[src/rtl/trivium_pkg.sv]
// Shared Trivium constants: register widths, 1-based tap positions, FSM state type.
`timescale 1ns/1ps
package trivium_pkg;

  localparam int STATE_W = 288;
  localparam int KEY_W   = 80;
  localparam int IV_W    = 80;

  // Tap positions use the cipher's 1-based bit numbering (s1..s288).
  localparam int T1_X = 66;
  localparam int T1_Y = 93;
  localparam int T1_A = 91;
  localparam int T1_B = 92;
  localparam int T1_C = 171;
  localparam int T2_X = 162;
  localparam int T2_Y = 177;
  localparam int T2_A = 175;
  localparam int T2_B = 176;
  localparam int T2_C = 264;
  localparam int T3_X = 243;
  localparam int T3_Y = 288;
  localparam int T3_A = 286;
  localparam int T3_B = 287;
  localparam int T3_C = 69;

  typedef enum logic [1:0] {LOAD, INIT, GEN, DONE} fsm_t;

  // Map 1-based cipher bit number n onto the 0-based state vector.
  function automatic logic sbit(input logic [STATE_W-1:0] s, input int n);
    return s[n-1];
  endfunction

endpackage

[src/rtl/trivium_core.sv]
// Trivium 288-bit state register with load/advance control; z is combinational
// from the current state.
`timescale 1ns/1ps
module trivium_core
  import trivium_pkg::*;
(
  input  logic            clk,
  input  logic            rst,
  input  logic            load,
  input  logic            en,
  input  logic [KEY_W-1:0] key,
  input  logic [IV_W-1:0]  iv,
  output logic            z
);

  logic [STATE_W-1:0] st;
  logic [STATE_W-1:0] nxt;
  logic t1, t2, t3;
  logic f1, f2, f3;

  always_comb begin
    t1 = sbit(st, T1_X) ^ sbit(st, T1_Y);
    t2 = sbit(st, T2_X) ^ sbit(st, T2_Y);
    t3 = sbit(st, T3_X) ^ sbit(st, T3_Y);
    z  = t1 ^ t2 ^ t3;
    f1 = t1 ^ (sbit(st, T1_A) & sbit(st, T1_B)) ^ sbit(st, T1_C);
    f2 = t2 ^ (sbit(st, T2_A) & sbit(st, T2_B)) ^ sbit(st, T2_C);
    f3 = t3 ^ (sbit(st, T3_A) & sbit(st, T3_B)) ^ sbit(st, T3_C);
    // One global shift, then overwrite the head of each of the three registers.
    nxt      = {st[STATE_W-2:0], 1'b0};
    nxt[0]   = f3;
    nxt[93]  = f1;
    nxt[177] = f2;
  end

  always_ff @(posedge clk or posedge rst) begin
    if (rst) begin
      st <= '0;
    end else if (load) begin
      st <= {3'b111, 108'b0, 4'b0, iv, 13'b0, key};
    end else if (en) begin
      st <= nxt;
    end
  end

endmodule

[src/rtl/trivium_uut.sv]
// Trivium unit under test: LOAD -> INIT warm-up -> GEN keystream -> DONE.
// Optional TRIVIUM_UUT_CYCLE_CNT_EN adds a 32-bit latency counter output.
`timescale 1ns/1ps
module trivium_uut
  import trivium_pkg::*;
#(
  parameter int OUTPUT_SIZE = 64,
  parameter int INIT_ROUNDS = 1152
) (
  input  logic                   clk,
  input  logic                   rst,
  input  logic [KEY_W-1:0]       key_i,
  input  logic [IV_W-1:0]        iv_i,
  output logic [OUTPUT_SIZE-1:0] keystream_o,
`ifdef TRIVIUM_UUT_CYCLE_CNT_EN
  output logic [31:0]            cycle_cnt_o,
`endif
  output logic                   end_o
);

  localparam int MAX_N = (INIT_ROUNDS > OUTPUT_SIZE) ? INIT_ROUNDS : OUTPUT_SIZE;
  localparam int CNT_W = $clog2(MAX_N + 1);
  localparam logic [CNT_W-1:0] INIT_LAST = CNT_W'((INIT_ROUNDS > 0) ? INIT_ROUNDS - 1 : 0);
  localparam logic [CNT_W-1:0] GEN_LAST  = CNT_W'(OUTPUT_SIZE - 1);

  fsm_t                   state;
  logic [CNT_W-1:0]       cnt;
  logic                   z;
  logic [OUTPUT_SIZE-1:0] ks_next;

  trivium_core u_core (
    .clk  (clk),
    .rst  (rst),
    .load (state == LOAD),
    .en   ((state == INIT) || (state == GEN)),
    .key  (key_i),
    .iv   (iv_i),
    .z    (z)
  );

  // First keystream bit must end up in the MSB, so shift in at the LSB.
  if (OUTPUT_SIZE > 1) begin : g_shift
    assign ks_next = {keystream_o[OUTPUT_SIZE-2:0], z};
  end else begin : g_single
    assign ks_next = z;
  end

  always_ff @(posedge clk or posedge rst) begin
    if (rst) begin
      state       <= LOAD;
      cnt         <= '0;
      keystream_o <= '0;
      end_o       <= 1'b0;
    end else begin
      case (state)
        LOAD: begin
          cnt   <= '0;
          state <= (INIT_ROUNDS == 0) ? GEN : INIT;
        end
        INIT: begin
          if (cnt == INIT_LAST) begin
            cnt   <= '0;
            state <= GEN;
          end else begin
            cnt <= cnt + CNT_W'(1);
          end
        end
        GEN: begin
          keystream_o <= ks_next;
          if (cnt == GEN_LAST) begin
            cnt   <= '0;
            state <= DONE;
            end_o <= 1'b1;
          end else begin
            cnt <= cnt + CNT_W'(1);
          end
        end
        DONE: begin
          state <= DONE;
        end
        default: state <= LOAD;
      endcase
    end
  end

`ifdef TRIVIUM_UUT_CYCLE_CNT_EN
  // Counts LOAD through the final GEN cycle, then freezes.
  always_ff @(posedge clk or posedge rst) begin
    if (rst) begin
      cycle_cnt_o <= '0;
    end else if (state != DONE) begin
      cycle_cnt_o <= cycle_cnt_o + 32'd1;
    end
  end
`endif

endmodule

[config.mk]
export PLATFORM = sky130hd
export DESIGN_NAME = trivium_uut
export DESIGN_NICKNAME = d
export VERILOG_FILES = /design/src/rtl/trivium_pkg.sv /design/src/rtl/trivium_core.sv /design/src/rtl/trivium_uut.sv
export SDC_FILE = /design/constraint.sdc
export NUM_CORES = 1
export LEC_CHECK = 0
export CAP_MARGIN = 10
export CELL_PAD_IN_SITES_DETAIL_PLACEMENT = 1
export CELL_PAD_IN_SITES_GLOBAL_PLACEMENT = 1
export CORE_ASPECT_RATIO = 0.75
export CORE_MARGIN = 5
export CORE_UTILIZATION = 39
export CTS_BUF_LIST = sky130_fd_sc_hd__clkbuf_8 sky130_fd_sc_hd__clkbuf_16
export CTS_CLUSTER_DIAMETER = 40
export DETAILED_ROUTE_END_ITERATION = 6
export PLACE_DENSITY = 0.8
export SETUP_SLACK_MARGIN = 0.2
export SYNTH_ARGS = -nofsm -noshare
export SYNTH_HDL_FRONTEND = slang
export SYNTH_SLANG_ARGS = --single-unit
export TNS_END_PERCENT = 10
[constraint.sdc]
create_clock -name clk -period 13.5 [get_ports clk]
set_input_delay 3.375 -clock clk [delete_from_list [all_inputs] [get_ports clk]]
set_output_delay 3.375 -clock clk [all_outputs]
set_load 0.02 [all_outputs]
==> impl_metrics.env <==
export IMPL_run_status="finished, final reports clean"
export IMPL_grt_overflow=0
export IMPL_maxCapViolations=0
export IMPL_die_x_um=240.6
export IMPL_ctsLongestPathBuffers=3
export IMPL_globalplace_congestion=0.7596
export IMPL_remaining_antenna_violation_count_after_routing=0
export IMPL_drt_pass1_iter_count=5
export IMPL_area_growth_synth_to_final_pct=26.66
export IMPL_ratio_of_cells_with_drive_above_1_in_the_final_layout_pct=9.737
export IMPL_cp_data_arrival_time_ns=6.25
export IMPL_grt_antenna_before_repair=5
export IMPL_part_of_the_yosys_area_used_for_sequential_elements_pct=58.91
export IMPL_synth_edf_count=0
export IMPL_cts_reportedPaths_clkPinSlew_ns=0.05
export IMPL_post_dp_hpwl_um=23180
export IMPL_buffer_ports_inserted=226
export IMPL_power_leakage_nw=7.910
export IMPL_totalWireLength_um=37780
export IMPL_mostFrequentLayoutCells="402 x sky130_fd_sc_hd__nand2_1, 366 x sky130_fd_sc_hd__dfrtp_1, 281 x sky130_fd_sc_hd__o21ai_0"
export IMPL_detail_route_drc_violations=0
export IMPL_holdPathStages=2
export IMPL_reg2reg_to="u_core.st[90]"
export IMPL_cp_start_kind="primary input"
export IMPL_holdCritStartpoint="u_core.st[6]"
export IMPL_yosys_cell_types_count=38
export IMPL_num_fill_cells=4212
export IMPL_detailedRoute_firstIterationViolations=713
export IMPL_peak_supply_drop_mv=0.09559
export IMPL_ioPinCount=227
export IMPL_chipHeight_um=182.9
export IMPL_finalWorstPathRequiredPeriod_ns=5.716
export IMPL_tritoncts="built"
export IMPL_maxSlewHeadroom_pct=26.61
export IMPL_drv_slew=0
export IMPL_synth_area_um2=15550
export IMPL_grt_first_pass_wirelength_um=62710
export IMPL_synth_warnings=0
export IMPL_clock_skew_final_ns=0.01135
export IMPL_cp_max_fo=75
export IMPL_grt_start_max_net_pins=220
export IMPL_worstMarginPinSlew_ns=1.101
export IMPL_cts_num_sinks=366
export IMPL_grt_usage_pct=17.00
export IMPL_setup_viol=0
export IMPL_die_area_um2=44000
export IMPL_placementRows=63
export IMPL_asyncSetResetFlopFracSynth_pct=100.0
export IMPL_p_per_area_nw_per_um2=131.3
export IMPL_mostFrequentLayoutCell="sky130_fd_sc_hd__nand2_1"
export IMPL_required_ns=14.04
export IMPL_design_power_total_mw=2.586
export IMPL_vias=11130
export IMPL_yosys_register_bits=366
export IMPL_cts_hold_repair_buffers=0
export IMPL_min_delay_path_class="flop to flop"
export IMPL_worstReg2RegStart="state[0]"
export IMPL_reg2reg_slack_ns=10.29
export IMPL_dominantRegCellSynth="sky130_fd_sc_hd__dfrtp_1"
export IMPL_fp_coreArea_um2=39490
export IMPL_timing_fmax_mhz=175.0
export IMPL_cts_made_buffers=45
export IMPL_finish_net_count=1810
export IMPL_cts_max_level=2
export IMPL_grt_setup_unrepaired="false"
export IMPL_first_global_vias=12050
export IMPL_number_of_hold_violations_in_the_final_report=0
export IMPL_syn_avg_cell_area_um2=10.66
export IMPL_post_cts_resize_count=0
export IMPL_drt_wirelength_per_cell_um=17.20
export IMPL_critPathKind="primary input to asynchronous set/reset pin"
export IMPL_clk_insertion_delay_late_ns=0.54
export IMPL_post_synth_inst_count=1459
export IMPL_tns_ns=0
export IMPL_average_vias_per_placed_instance=5.066
export IMPL_post_cts_setup_buffer_count=0
export IMPL_critical_path_capture_point_type="asynchronous set/reset pin"
export IMPL_worst_r2r_path_depth=5
export IMPL_mappedNetlistNets=1628
export IMPL_initial_core_util_pct=39.37
export IMPL_layout_worst_path_cycle_share_pct=42.34
export IMPL_min_to="u_core.st[6]"
export IMPL_clock_tree_root_cell="sky130_fd_sc_hd__clkbuf_16"
-- state kept, by name (all words and copies together), names as in the netlist --
name	cells
cnt	11
u_core.st	288
keystream_o	64
end_o	1
state	2
-- cell usage after synthesis (2+ instances only) --
cell | n | area, um^2
sky130_fd_sc_hd__a21oi_1 | 3 | 15.01
sky130_fd_sc_hd__and3_1 | 3 | 18.77
sky130_fd_sc_hd__nand3_1 | 5 | 25.02
sky130_fd_sc_hd__mux2i_1 | 162 | 1622
sky130_fd_sc_hd__o311ai_2 | 4 | 65.06
sky130_fd_sc_hd__buf_1 | 7 | 26.28
sky130_fd_sc_hd__clkbuf_1 | 60 | 225.2
sky130_fd_sc_hd__nand4_1 | 6 | 37.54
sky130_fd_sc_hd__o21ai_0 | 281 | 1406
sky130_fd_sc_hd__nor2_1 | 8 | 30.03
sky130_fd_sc_hd__o31ai_1 | 2 | 15.01
sky130_fd_sc_hd__buf_2 | 17 | 85.08
sky130_fd_sc_hd__ha_1 | 7 | 87.58
sky130_fd_sc_hd__a22o_1 | 13 | 113.9
sky130_fd_sc_hd__nand2_1 | 402 | 1509
sky130_fd_sc_hd__mux2_2 | 63 | 709.4
sky130_fd_sc_hd__xnor2_1 | 7 | 61.31
sky130_fd_sc_hd__xor2_1 | 4 | 35.03
sky130_fd_sc_hd__dfrtp_1 | 366 | 9159
sky130_fd_sc_hd__inv_1 | 3 | 11.26
sky130_fd_sc_hd__o22ai_1 | 2 | 12.51
sky130_fd_sc_hd__buf_4 | 17 | 127.6
sky130_fd_sc_hd__nor3_1 | 2 | 10.01
-- how the worst max path moves through the flow --
stage | endpoint | cells past startpoint | slack (ns) | startpoint
6_report | u_core.st[12] | 5 | 7.78 | rst
5_1_grt | u_core.st[31] | 5 | 7.26 | rst
4_1_cts | u_core.st[29] | 5 | 7.60 | rst
3_5_place_dp | u_core.st[37] | 5 | 7.02 | rst
3_3_place_gp | u_core.st[23] | 5 | 7.03 | rst
2_1_floorplan | cnt[0] | 1 | 5.21 | rst
-- critical path, stage by stage --
cell	delay [ns]
sky130_fd_sc_hd__clkdlybuf4s50_1	0.44
sky130_fd_sc_hd__clkinvlp_4	0.07
sky130_fd_sc_hd__buf_4	0.61
sky130_fd_sc_hd__buf_4	0.81
sky130_fd_sc_hd__buf_4	0.85
-- per-layer routing --
metal / wire length, um / GRT usage [%]
met4: 750 / 4.129
met5: 46 / 0
met1: 17590 / 23.90
met2: 17490 / 26.94
met3: 1896 / 4.014
-- where the power goes --
group | total [mW] | switching, mW | internal [mW]
Sequential | 1.20 | 0.0395 | 1.16
Combinational | 0.139 | 0.0639 | 0.0755
Clock | 1.24 | 0.477 | 0.766
-- metrics by stage --
step	hold WS [ns]	cell area, um^2	worst slack [ns]	utilization (%)	cells
floorplan	0.4492	15550	5.215	-	1459
finish	0.4800	19690	7.784	49.87	2196
detailed placement	0.4689	18140	7.024	45.93	2114
global route	0.5036	19690	7.262	49.86	2195
global placement	0.4631	18140	7.030	45.93	2114
CTS	0.4857	19690	7.600	49.85	2194
-- area by class of cell --
type | count | area (um^2) | share of cell area (%)
clock inverter | 28 | 325.3 | 1.652
clock buffer | 52 | 1222 | 6.208
inverter | 4 | 18.77 | 0.09530
sequential | 366 | 9159 | 46.51
multi-input combinational | 987 | 5929 | 30.11
antenna | 2 | 5.005 | 0.02541
tap | 520 | 650.6 | 3.304
timing repair buffer | 237 | 2382 | 12.10
-- cells by family (layout without fill, tap and decap cells) --
| family | Yosys count | count (layout) | share of synthesized area (%) |
|---|---|---|---|
| and+or+nand+nor | 433 | 433 | 10.88 |
| DFF | 366 | 366 | 58.91 |
| AOI/OAI and AO/OA | 311 | 311 | 10.90 |
| muxes | 225 | 225 | 14.99 |
| buffers and inverters | 106 | 321 | 3.131 |
| xor gates and xnor gates | 11 | 11 | 0.6197 |
| adders and majority gates | 7 | 7 | 0.5633 |
| other | 0 | 2 | 0 |
No activity file was read; power rests on OpenSTA's default activity.
